`src/rtl/contrast_ram_sequencer.sv`:
```
// contrast_ram_sequencer
//   Frame sequencer for the contrast-stretch pixel RAM. A start in IDLE copies
//   one frame from the image ROM into the RAM while tracking the unsigned pixel
//   min/max, then streams the frame back out of the RAM through a 2-entry skid
//   buffer on a valid/ready interface.
// Ports
//   clk_i_top, rst_i_top        : clock, synchronous active-high reset
//   start_i                     : start one frame (honoured only in IDLE)
//   rom_addr_o / rom_data_i     : image ROM, data returns one cycle after address
//   ram_en_o/we_o/re_o/addr_o   : pixel RAM control
//   ram_data_o / ram_data_i     : RAM write data / read data (one cycle latency)
//   pix_valid_o/ready_i/data_o/last_o : output pixel stream
//   min_o, max_o, stats_valid_o : frame statistics
//   busy_o, done_o              : busy in LOAD/READ, one-cycle done pulse
module contrast_ram_sequencer #(
  parameter int DATA_WIDTH = 8,
  parameter int RAM_DEPTH  = 76800,
  parameter int ADDR_WIDTH = $clog2(RAM_DEPTH)
) (
  input  logic                  clk_i_top,
  input  logic                  rst_i_top,
  input  logic                  start_i,
  output logic [ADDR_WIDTH-1:0] rom_addr_o,
  input  logic [DATA_WIDTH-1:0] rom_data_i,
  output logic                  ram_en_o,
  output logic                  ram_we_o,
  output logic                  ram_re_o,
  output logic [ADDR_WIDTH-1:0] ram_addr_o,
  output logic [DATA_WIDTH-1:0] ram_data_o,
  input  logic [DATA_WIDTH-1:0] ram_data_i,
  output logic                  pix_valid_o,
  input  logic                  pix_ready_i,
  output logic [DATA_WIDTH-1:0] pix_data_o,
  output logic                  pix_last_o,
  output logic [DATA_WIDTH-1:0] min_o,
  output logic [DATA_WIDTH-1:0] max_o,
  output logic                  stats_valid_o,
  output logic                  busy_o,
  output logic                  done_o
);

  localparam logic [ADDR_WIDTH:0]   DEPTH_C     = (ADDR_WIDTH+1)'(RAM_DEPTH);
  localparam logic [ADDR_WIDTH:0]   CNT_ONE_C   = (ADDR_WIDTH+1)'(1);
  localparam logic [ADDR_WIDTH-1:0] ADDR_ONE_C  = ADDR_WIDTH'(1);
  localparam logic [ADDR_WIDTH-1:0] LAST_ADDR_C = ADDR_WIDTH'(RAM_DEPTH-1);

  typedef enum logic [1:0] {
    S_IDLE,
    S_LOAD,
    S_READ,
    S_DONE
  } state_t;

  state_t                state_q, state_d;
  // Shared address counter: ROM issue count in LOAD (0..RAM_DEPTH),
  // RAM read issue count in READ.
  logic [ADDR_WIDTH:0]   cnt_q, cnt_d;
  logic [DATA_WIDTH-1:0] min_q, min_d;
  logic [DATA_WIDTH-1:0] max_q, max_d;
  logic                  stats_valid_q, stats_valid_d;
  logic                  inflight_q, inflight_d;
  logic                  inflight_last_q, inflight_last_d;
  logic [1:0]            occ_q, occ_d;
  logic [DATA_WIDTH-1:0] head_data_q, head_data_d;
  logic                  head_last_q, head_last_d;
  logic [DATA_WIDTH-1:0] tail_data_q, tail_data_d;
  logic                  tail_last_q, tail_last_d;

  logic                  pop;
  logic                  issue;
  logic [1:0]            occ_after;
  logic [2:0]            credit_used;

  assign pix_valid_o   = (occ_q != 2'd0);
  assign pix_data_o    = pix_valid_o ? head_data_q : '0;
  assign pix_last_o    = pix_valid_o & head_last_q;
  assign min_o         = min_q;
  assign max_o         = max_q;
  assign stats_valid_o = stats_valid_q;

  always_comb begin
    state_d         = state_q;
    cnt_d           = cnt_q;
    min_d           = min_q;
    max_d           = max_q;
    stats_valid_d   = stats_valid_q;
    inflight_d      = 1'b0;
    inflight_last_d = 1'b0;
    occ_d           = occ_q;
    head_data_d     = head_data_q;
    head_last_d     = head_last_q;
    tail_data_d     = tail_data_q;
    tail_last_d     = tail_last_q;

    rom_addr_o = '0;
    ram_en_o   = 1'b0;
    ram_we_o   = 1'b0;
    ram_re_o   = 1'b0;
    ram_addr_o = '0;
    ram_data_o = '0;
    busy_o     = 1'b0;
    done_o     = 1'b0;

    pop         = pix_valid_o & pix_ready_i;
    occ_after   = occ_q - {1'b0, pop};
    // Credit: buffered entries left after this cycle's pop plus the read
    // already in flight must leave room for one more entry.
    credit_used = {1'b0, occ_after} + {2'b00, inflight_q};
    issue       = 1'b0;

    unique case (state_q)
      S_IDLE: begin
        if (start_i) begin
          state_d       = S_LOAD;
          cnt_d         = '0;
          min_d         = '1;
          max_d         = '0;
          stats_valid_d = 1'b0;
        end
      end

      S_LOAD: begin
        busy_o = 1'b1;
        if (cnt_q < DEPTH_C) begin
          rom_addr_o = cnt_q[ADDR_WIDTH-1:0];
        end
        // ROM data for the address issued last cycle is written this cycle.
        if (cnt_q != '0) begin
          ram_en_o   = 1'b1;
          ram_we_o   = 1'b1;
          ram_addr_o = cnt_q[ADDR_WIDTH-1:0] - ADDR_ONE_C;
          ram_data_o = rom_data_i;
          if (rom_data_i < min_q) min_d = rom_data_i;
          if (rom_data_i > max_q) max_d = rom_data_i;
        end
        if (cnt_q == DEPTH_C) begin
          state_d       = S_READ;
          cnt_d         = '0;
          stats_valid_d = 1'b1;
        end else begin
          cnt_d = cnt_q + CNT_ONE_C;
        end
      end

      S_READ: begin
        busy_o = 1'b1;
        issue  = (credit_used < 3'd2) && (cnt_q < DEPTH_C);
        // Enable stays up on the capture cycle so the RAM holds its output.
        ram_en_o   = issue | inflight_q;
        ram_re_o   = issue;
        ram_addr_o = cnt_q[ADDR_WIDTH-1:0];
        if (issue) begin
          cnt_d           = cnt_q + CNT_ONE_C;
          inflight_d      = 1'b1;
          inflight_last_d = (cnt_q[ADDR_WIDTH-1:0] == LAST_ADDR_C);
        end

        unique case ({inflight_q, pop})
          2'b01: begin
            head_data_d = tail_data_q;
            head_last_d = tail_last_q;
            occ_d       = occ_q - 2'd1;
          end
          2'b10: begin
            if (occ_q == 2'd0) begin
              head_data_d = ram_data_i;
              head_last_d = inflight_last_q;
            end else begin
              tail_data_d = ram_data_i;
              tail_last_d = inflight_last_q;
            end
            occ_d = occ_q + 2'd1;
          end
          2'b11: begin
            // Simultaneous capture and pop: new data lands behind the
            // surviving entry, occupancy unchanged.
            if (occ_q == 2'd1) begin
              head_data_d = ram_data_i;
              head_last_d = inflight_last_q;
            end else begin
              head_data_d = tail_data_q;
              head_last_d = tail_last_q;
              tail_data_d = ram_data_i;
              tail_last_d = inflight_last_q;
            end
          end
          default: ;
        endcase

        if (pop && head_last_q) begin
          state_d = S_DONE;
        end
      end

      S_DONE: begin
        done_o  = 1'b1;
        state_d = S_IDLE;
        cnt_d   = '0;
        occ_d   = 2'd0;
      end

      default: state_d = S_IDLE;
    endcase
  end

  always_ff @(posedge clk_i_top) begin
    if (rst_i_top) begin
      state_q         <= S_IDLE;
      cnt_q           <= '0;
      min_q           <= '1;
      max_q           <= '0;
      stats_valid_q   <= 1'b0;
      inflight_q      <= 1'b0;
      inflight_last_q <= 1'b0;
      occ_q           <= 2'd0;
      head_data_q     <= '0;
      head_last_q     <= 1'b0;
      tail_data_q     <= '0;
      tail_last_q     <= 1'b0;
    end else begin
      state_q         <= state_d;
      cnt_q           <= cnt_d;
      min_q           <= min_d;
      max_q           <= max_d;
      stats_valid_q   <= stats_valid_d;
      inflight_q      <= inflight_d;
      inflight_last_q <= inflight_last_d;
      occ_q           <= occ_d;
      head_data_q     <= head_data_d;
      head_last_q     <= head_last_d;
      tail_data_q     <= tail_data_d;
      tail_last_q     <= tail_last_d;
    end
  end

endmodule

```
`config.mk`:
```
export PLATFORM = sky130hd
export DESIGN_NAME = contrast_ram_sequencer
export DESIGN_NICKNAME = d
export VERILOG_FILES = /design/src/rtl/contrast_ram_sequencer.sv
export SDC_FILE = /design/constraint.sdc
export NUM_CORES = 1
export LEC_CHECK = 0
export ABC_CLOCK_PERIOD_IN_PS = 3400
export BUFFER_PORTS_ARGS = -buffer_cell sky130_fd_sc_hd__buf_2
export CELL_PAD_IN_SITES_DETAIL_PLACEMENT = 0
export CELL_PAD_IN_SITES_GLOBAL_PLACEMENT = 1
export CORE_MARGIN = 4
export CORE_UTILIZATION = 39
export CTS_CLUSTER_SIZE = 20
export DETAILED_ROUTE_END_ITERATION = 10
export PLACE_DENSITY = 0.79
export SYNTH_ARGS = -nofsm -noshare
export SYNTH_HDL_FRONTEND = slang
export SYNTH_SLANG_ARGS = --single-unit
export TNS_END_PERCENT = 10
```
`constraint.sdc`:
```
create_clock -name clk_i_top -period 3.4 [get_ports clk_i_top]
set_input_delay 1.02 -clock clk_i_top [delete_from_list [all_inputs] [get_ports clk_i_top]]
set_output_delay 1.02 -clock clk_i_top [all_outputs]
set_load 0.02 [all_outputs]
```
Word level (Yosys, flattened, before mapping)
Index checks and enable logic that the tools add are counted.
- bits in registers: 59
- input bits: 20
- output and inout port bits: 74
- logic and storage cells: 115
- add/subtract/negate cells: 6
- magnitude comparators: 4
- equality and inequality tests: 20
- multiplexer cells: 47
- bitwise operators: 5
- reduce and logical (&&, ||, !) cells: 21
- operators with widths (kind ; count):
    8-bit two-way mux ; 13
    18-bit one-hot mux with 4 select lines ; 1
    18-bit two-way mux ; 3
    17-bit two-way mux ; 3
    8-bit one-hot mux with 2 select lines ; 3
    17-bit one-hot mux with 2 select lines ; 1
    8-bit one-hot mux with 3 select lines ; 1
    2-bit != test (second input constant) ; 10
    18-bit by 1-bit adder with 18-bit output (second input constant) ; 1
    18-bit by 17-bit == test with 1-bit output (second input constant) ; 1
    18-bit by 17-bit < comparator with 1-bit output (second input constant) ; 1
    18-bit nonzero test ; 1
    17-bit == test (second input constant) ; 1
    17-bit by 1-bit subtractor with 17-bit output (second input constant) ; 1
    1-bit two-way mux ; 12
    4-bit AND reduction ; 3
    3-bit AND reduction ; 3
    2-bit == test (second input constant) ; 4
    8-bit > comparator ; 1
    8-bit < comparator ; 1
    2-bit one-hot mux with 2 select lines ; 2
    2-bit one-hot mux with 4 select lines ; 1
    2-bit nonzero test ; 4
    2-bit by 1-bit == test with 1-bit output (second input constant) ; 3
    other kinds (18) ; 28

Longest topological paths before layout
Gate-level depths: netlist of the first run.
- depth after elaboration: 8
- depth in mapped cells: 12
- depth with buffers taken out: 12

Worst setup path before layout of the first run
Ideal clock, no wire load.
- path type: input to output
- start: in pix_ready_i
- end: out ram_en_o
- arrival: 2.266 ns
- required time: 2.380 ns
- setup slack: 0.114 ns
- cell stages on the path: 7
- path buffers: 0
- path through: nand2_1 inv_1 ha_1 xor2_1 nor3b_2 nand2_1 a31oi_1
- word-level cells in the longest chain between the ends: 7
- RTL lines (element ; RTL line ; source):
    start: declaration ; 32 ; input logic pix_ready_i,
    1-bit bitwise AND ; 104 ; pop = pix_valid_o & pix_ready_i;
    2-bit by 1-bit subtractor with 2-bit output ; 105 ; occ_after = occ_q - {1'b0, pop};
    2-bit by 1-bit adder with 3-bit output ; 108 ; credit_used = {1'b0, occ_after} + {2'b00, inflight_q};
    3-bit by 2-bit < comparator with 1-bit output ; 147 ; issue = (credit_used < 3'd2) && (cnt_q < DEPTH_C);
    1-bit logical AND ; 147 ;
    1-bit OR ; 149 ; ram_en_o = issue | inflight_q;
    1-bit one-hot mux with 2 select lines ; 111 ; unique case (state_q)
    end: declaration ; 25 ; output logic ram_en_o,
Every way passes these cells.

Worst setup path in the final report of the first run
- start: reg cnt_q[8]
- end: out ram_addr_o[8]
- word-level cells in the longest chain between the ends: 3
- elaborated cells on any way between the ends: 4
- those cells by class: 1 x add/sub; 2 x mux; 1 x reduce/logical
- RTL lines (element ; RTL line ; source):
    start: declaration ; 57 ; logic [ADDR_WIDTH:0] cnt_q, cnt_d;
    start signal: assignment ; 222 ; cnt_q <= cnt_d;
    17-bit by 1-bit subtractor with 17-bit output or 18-bit nonzero test (tied branches) ; 131, 128 ;
    17-bit two-way mux ; 128 ; if (cnt_q != '0) begin
    17-bit one-hot mux with 2 select lines * ; 111 ;
    end: declaration ; 28 ; output logic [ADDR_WIDTH-1:0] ram_addr_o,
Every way passes the cells marked *; elsewhere a longest branch is shown, timed or not.

==> flow_summary.toml, run 1 <==
[logic_synthesis]
yosys.area.top_type_share = 0.2893
yosysSeqAreaShare = 0.2893
synth-adder-area-share = 0.07662
yosys_warnings = 0
synth_fp_nets = 583
synth-edff-count = 0
syn_avg_cell_area_um2 = 7.589
synth_top_family_by_area = "simple AND/OR/NAND/NOR gates"
synth_most_common_cell = "nor2_1"
synthTopCellsByArea = "dfxtp_1, ha_1, nor2_1, nand2_1, mux2i_1"
synthTopCellsByCount = "nor2_1, dfxtp_1, nand2_1"
synthFlopType = "dfxtp_1"
synth.largest_area_cell = "dfxtp_1"
synth-simple-area-share = 0.2945
ys_async_sr_fraction = 0
muxShareOfSynthArea = 0.04903
synth_compound_area_frac = 0.1854
postSynthCellCount = 538
syn_area_mm2 = 0.004083
synth_xor_area_frac = 0.03218
ys_ff_latch = 59
ys_types = 56

[critical_path]
rrSetupSlack_ps = 670
critPathMaxFanout = 9
critPathRequiredTime_ps = 2380
rr_worst_depth = 12
reg2reg_to = "cnt_q[4]$_SDFFE_PP0P_"
path_class = "reg -> out"
r2r_start = "occ_q[0]$_SDFFE_PP0P_"
arrival_ps = 2330
startpoint_type = "flop"
worstSetupEndpointType = "primary output"

[global_routing]
antenna_found_initial = 0
grt_pass1_vias = 3883
gr-total-overflow = 0
grt_first_pass_wirelength_um = 18770
grt_max_degree = 30
grt.total_usage = 0.1969

[placement]
globalplace.congestion = 0.8700
placed_area_mm2 = 0.004813
io_buffers = 93
hpwl_um = 8688

[clock_tree]
cts_tree = "built"
cts_buffer_depth = 2
cts_hold_buffers = 0
ctsHtreeMaxLevel = 3
clk_latency_ps = 330
path_clk_slew_ps = 70
numCtsBuffers = 9
cts_sinks = 59
root_buffer = "clkbuf_8"

[drt]
wl_per_cell_um = 14.94
via_per_inst = 5.229
vias = 4079
dr.first_iter.drc_count = 204
drc = 0
totalWireLength_um = 11660
ant_nets = 0
firstDrtPassIters = 4

[sta]
rsz0062_at_grt = "true"
skew_ps = 8.857
max-slew-margin-rel = 0.3572
period_share = 0.9854
maxSlewViolCount = 0
hold_violations = 0
tightest_slew_ps = 962.2
setup_viol = 0
timing.fmax_ghz = 0.2985
period_needed_ps = 3350

[layout]
fin_nets = 685
syn_to_final_growth_pct = 23.69
layout-drive-gt1-share = 0.2640
diodes = 0
fin_util = 0.4914
stdcell_area_mm2 = 0.005050

[run_status]
status = "finished, final reports clean"

[worst_hold_path]
whs_path_depth = 2
hp-start = "max_o[5]$_SDFFE_PP0P_"
hold_path_class = "reg -> reg"
min_to = "max_o[5]$_SDFFE_PP0P_"

[power]
p_leak_uw = 0.002276
irDropWorstVdd_uv = 218.0
p_per_area_mw_per_mm2 = 489.1

[floorplanning]
die_area_mm2 = 0.01217
io_pins = 94
die_height_um = 110.3
initial_core_util = 0.3972
core_area_mm2 = 0.01028
fp-row-count = 37
fp.dieW_um = 110.3

[run]
maxCapViolations = 0
==> area by class of cell <==
class                   count  area, um2
clock buffers              13      168.9
repair buffers            130      759.5
multi-input cells         410       2648
clock inverters             2      10.01
flip-flops and latches     59       1181
inverters                  30      112.6
fillers                  1096       5228
well taps                 136      170.2
==> state kept, by name, summed over array words and instances (netlist names) <==
signal           flops
cnt_q               18
head_data_q          8
head_last_q          1
inflight_last_q      1
inflight_q           1
max_o                8
min_o                8
occ_q                2
state_q              2
stats_valid_o        1
tail_data_q          8
tail_last_q          1
==> repair_timing <==
item / in CTS / in global routing
endpoints found under the setup margin: 18 / 18
pin swaps: 1 / 0
resized for setup: 3 / 6
gates cloned: 0 / 0
hold endpoints to repair: 0 / 0
buffers inserted: 1 / 0
==> metrics by stage <==
stage / power [uW] / instances / worst slack [ps] / hold WS [ps] / setup TNS [ps]
final: 2470 / 780 / 49.79 / 483.5 / 0
after CTS: 2466 / 780 / 25.18 / 486.9 / 0
after global placement: 1847 / 764 / 101.3 / 465.3 / 0
after detailed placement: 1864 / 764 / 53.75 / 475.9 / 0
after global routing: 2638 / 780 / -45.41 / 513.3 / -48.60
after floorplan: 1482 / 538 / 114.3 / 460.1 / 0
==> metal layers <==
metal,track usage,wire length [um]
met4,0.06772,161
met5,0,0
met1,0.2652,5312
met3,0.04077,764
met2,0.3133,5417
==> logic make-up (layout without fill, tap and decap cells) <==
family / Yosys count / in the layout
simple gates: 238 / 238
compound gates: 112 / 112
buf+inv: 69 / 175
flops: 59 / 59
fa+ha+maj: 25 / 25
mux: 20 / 20
xor+xnor: 15 / 15
==> worst max-delay path by stage <==
stage	depth (start not counted)	endpoint	slack (ps)	start
6_report	7	ram_addr_o[8]	50	cnt_q[8]$_SDFFE_PP0P_
5_1_grt	9	ram_en_o	-50	pix_ready_i
4_1_cts	7	ram_addr_o[16]	30	cnt_q[8]$_SDFFE_PP0P_
3_5_place_dp	9	ram_en_o	50	pix_ready_i
3_3_place_gp	9	ram_en_o	100	pix_ready_i
2_1_floorplan	7	ram_en_o	110	pix_ready_i
==> critical path, cell delays in order (launching register included) <==
cell and delay (ps):
dfxtp_1 310, or4_4 540, nand2b_4 190, o31a_4 350
and2_4 200, a31oi_1 160, a31oi_1 60, buf_2 180
==> cells in the final DEF, fill, tap and decap left out, types with 15 or more instances in the layout <==
cell type and instances:
o21ai_0 32, nor2_1 75, mux2i_1 20, nor2b_1 15, buf_4 35, ha_1 24
and3_1 17, nand2_1 56, dfxtp_1 59, inv_1 30, a21oi_1 21, buf_2 93
==> power by group <==
part           internal [uW]  switching [uW]  total (uW)
Sequential               730            32.6         763
Combinational            412             707        1120
Clock                    318             270         588
Total                   1460            1010        2470
No activity file was read; power rests on OpenSTA's default activity.
==> inputs of run 2 (changes only) <==
--- a/config.mk
+++ b/config.mk
@@ -5,16 +5,17 @@
 export SDC_FILE = /design/constraint.sdc
 export NUM_CORES = 1
 export LEC_CHECK = 0
+export ABC_AREA = 1
 export ABC_CLOCK_PERIOD_IN_PS = 3400
 export BUFFER_PORTS_ARGS = -buffer_cell sky130_fd_sc_hd__buf_2
 export CELL_PAD_IN_SITES_DETAIL_PLACEMENT = 0
 export CELL_PAD_IN_SITES_GLOBAL_PLACEMENT = 1
 export CORE_MARGIN = 4
-export CORE_UTILIZATION = 39
+export CORE_UTILIZATION = 38
 export CTS_CLUSTER_SIZE = 20
 export DETAILED_ROUTE_END_ITERATION = 10
 export PLACE_DENSITY = 0.79
+export SLEW_MARGIN = 20
 export SYNTH_ARGS = -nofsm -noshare
 export SYNTH_HDL_FRONTEND = slang
 export SYNTH_SLANG_ARGS = --single-unit
-export TNS_END_PERCENT = 10
==> flow_summary.toml, run 2 <==
[logic_synthesis]
ys_ff_latch = 59
synthFlopType = "dfxtp_1"
postSynthCellCount = 711
syn_avg_cell_area_um2 = 6.282
yosysSeqAreaShare = 0.2644
synth-edff-count = 0
ys_async_sr_fraction = 0
syn_area_mm2 = 0.004467
synth.largest_area_cell = "dfxtp_1"
synth_most_common_cell = "nand2_1"
synthTopCellsByCount = "nand2_1, nor2_1, inv_1"
yosys_warnings = 0
ys_types = 39
yosys.area.top_type_share = 0.2644
synth_fp_nets = 756
synthTopCellsByArea = "dfxtp_1, nand2_1, nor2_1, inv_1, ha_1"

[drt]
dr.first_iter.drc_count = 269
drc = 0
firstDrtPassIters = 4
vias = 4736
wl_per_cell_um = 13.90
via_per_inst = 5.028
ant_nets = 0
totalWireLength_um = 13100

[layout]
fin_nets = 839
syn_to_final_growth_pct = 17.87
largest_reg_flops = 18
instances_no_fill = 942
most-common-layout-cells = "nand2_1, nor2_1, buf_2"
layout-drive-gt1-share = 0.2115
mostFrequentLayoutCell = "nand2_1"
fillers = 1236
regMostFlops = "cnt_q"
diodes = 0
stdcell_area_mm2 = 0.005265

[sta]
skew_ps = 6.528
holdWs_ps = 478.2
period_share = 0.9808
hold_violations = 0
tightest_slew_ps = 536.2
max-slew-margin-rel = 0.6403
timing.fmax_ghz = 0.2999
fin_ws_ps = 65.35
setup_viol = 0
rsz0062_at_grt = "true"
fin_tns_setup_ps = 0
period_needed_ps = 3335
maxSlewViolCount = 0

[critical_path]
arrival_ps = 2310
worstPathBufferInverterCount = 4
critPathRequiredTime_ps = 2380
critPathMaxFanout = 3
crit_chain = "buf_2 > inv_1 > nor2_2 > ha_1 > nor2_2 > a21oi_2 > nand3_4 > nor2_2 > o31ai_2 > inv_1 > buf_2"
critical-path-top-delay-family = "buffers and inverters"
startpoint_type = "input port"
cp_slowest_cell = "ha_1"
startpoint = "pix_ready_i"
path_class = "in -> out"
r2r_start = "occ_q[0]$_SDFFE_PP0P_"
slowest_delay_ps = 290
worstSetupEndpointType = "primary output"
crit_top_cell = "nor2_2"

[global_routing]
grt_pass1_vias = 4478
antenna_found_initial = 0
grt_first_pass_wirelength_um = 21670
grt_max_degree = 37
grt.total_usage = 0.1978
gr-total-overflow = 0

[clock_tree]
ctsHtreeMaxLevel = 3
root_buffer = "clkbuf_16"
path_clk_slew_ps = 60
cts_buffer_depth = 2
cts_sinks = 59
cts_tree = "built"
clk_latency_ps = 330
postCtsSetupBuffers = 0
numCtsBuffers = 9

[placement]
io_buffers = 93
pre_cts_ws_ps = -17.39
place_inst = 926
hpwl_um = 9896
placed_area_mm2 = 0.004959
globalplace.congestion = 0.8927

[floorplanning]
core_area_mm2 = 0.01147
fp.dieW_um = 116.4
initial_core_util = 0.3895
fp-row-count = 39
die_area_mm2 = 0.01355
die_height_um = 116.4
io_pins = 94

[run_status]
status = "finished, final reports clean"

[worst_hold_path]
hold_path_class = "reg -> reg"
hp-start = "tail_data_q[5]$_SDFFE_PP0P_"

[power]
irDropWorstVdd_uv = 389.6
p_leak_uw = 0.002611
p_per_area_mw_per_mm2 = 612.2

[run]
maxCapViolations = 0
-- run 2: cells by family (layout without fill, tap and decap cells) --
kind of cell             after synthesis  count (layout)  synth area share
AND/OR/NAND/NOR                      372             372            0.3633
buffers and inverters                131             219            0.1350
AO/OA/AOI/OAI                        113             113            0.1457
flip-flops                            59              59            0.2644
adder cells (fa/ha/maj)               25              25           0.07003
XOR/XNOR                              11              11           0.02157
-- run 2: metal layers --
layer	wire, um	up-vias	global-route usage
li1	-	2426	-
met1	6244	2184	0.2742
met2	6054	115	0.3204
met3	670	11	0.03316
met4	127	0	0.04950
met5	0	-	0
-- run 2: what timing repair did --
| action | in CTS | in global routing |
|---|---|---|
| endpoints found under the setup margin | 2 | 19 |
| hold buffers | 0 | 0 |
| resized for setup | 2 | 8 |
-- run 2: layout make-up --
class / instances / area, um2 / share of cell area
repair buffers: 103 / 540.5 / 0.1027
clock inverters: 7 / 52.55 / 0.009981
flip-flops and latches: 59 / 1181 / 0.2243
clock buffers: 9 / 225.2 / 0.04278
inverters: 100 / 377.9 / 0.07177
well taps: 143 / 178.9 / 0.03398
multi-input cells: 521 / 2709 / 0.5145
-- run 2: worst paths after layout --
check	to	slack (ps)	depth (start not counted)
worst max-delay path	ram_en_o	70	11
worst min-delay path	tail_data_q[5]$_SDFFE_PP0P_	480	2
worst max register to register	cnt_q[1]$_SDFFE_PP0P_	890	13
worst min register to register	tail_data_q[5]$_SDFFE_PP0P_	480	2
-- run 2: where the power goes --
group | switching, uW | internal (uW)
registers | 62.7 | 774
logic | 1050 | 494
clock network | 347 | 497
total | 1460 | 1770
-- run 2: metrics by stage --
step / power (uW) / utilization
floorplan: 2007 / -
global placement: 2352 / 0.4324
detailed placement: 2385 / 0.4324
CTS: 3243 / 0.4571
finish: 3223 / 0.4591
global route: 3496 / 0.4591
-- run 2: worst min-delay path: cells and delay by family (launching register included) --
family           cells  cell delay (ps)
and+or+nand+nor      2              120
DFF                  1              320
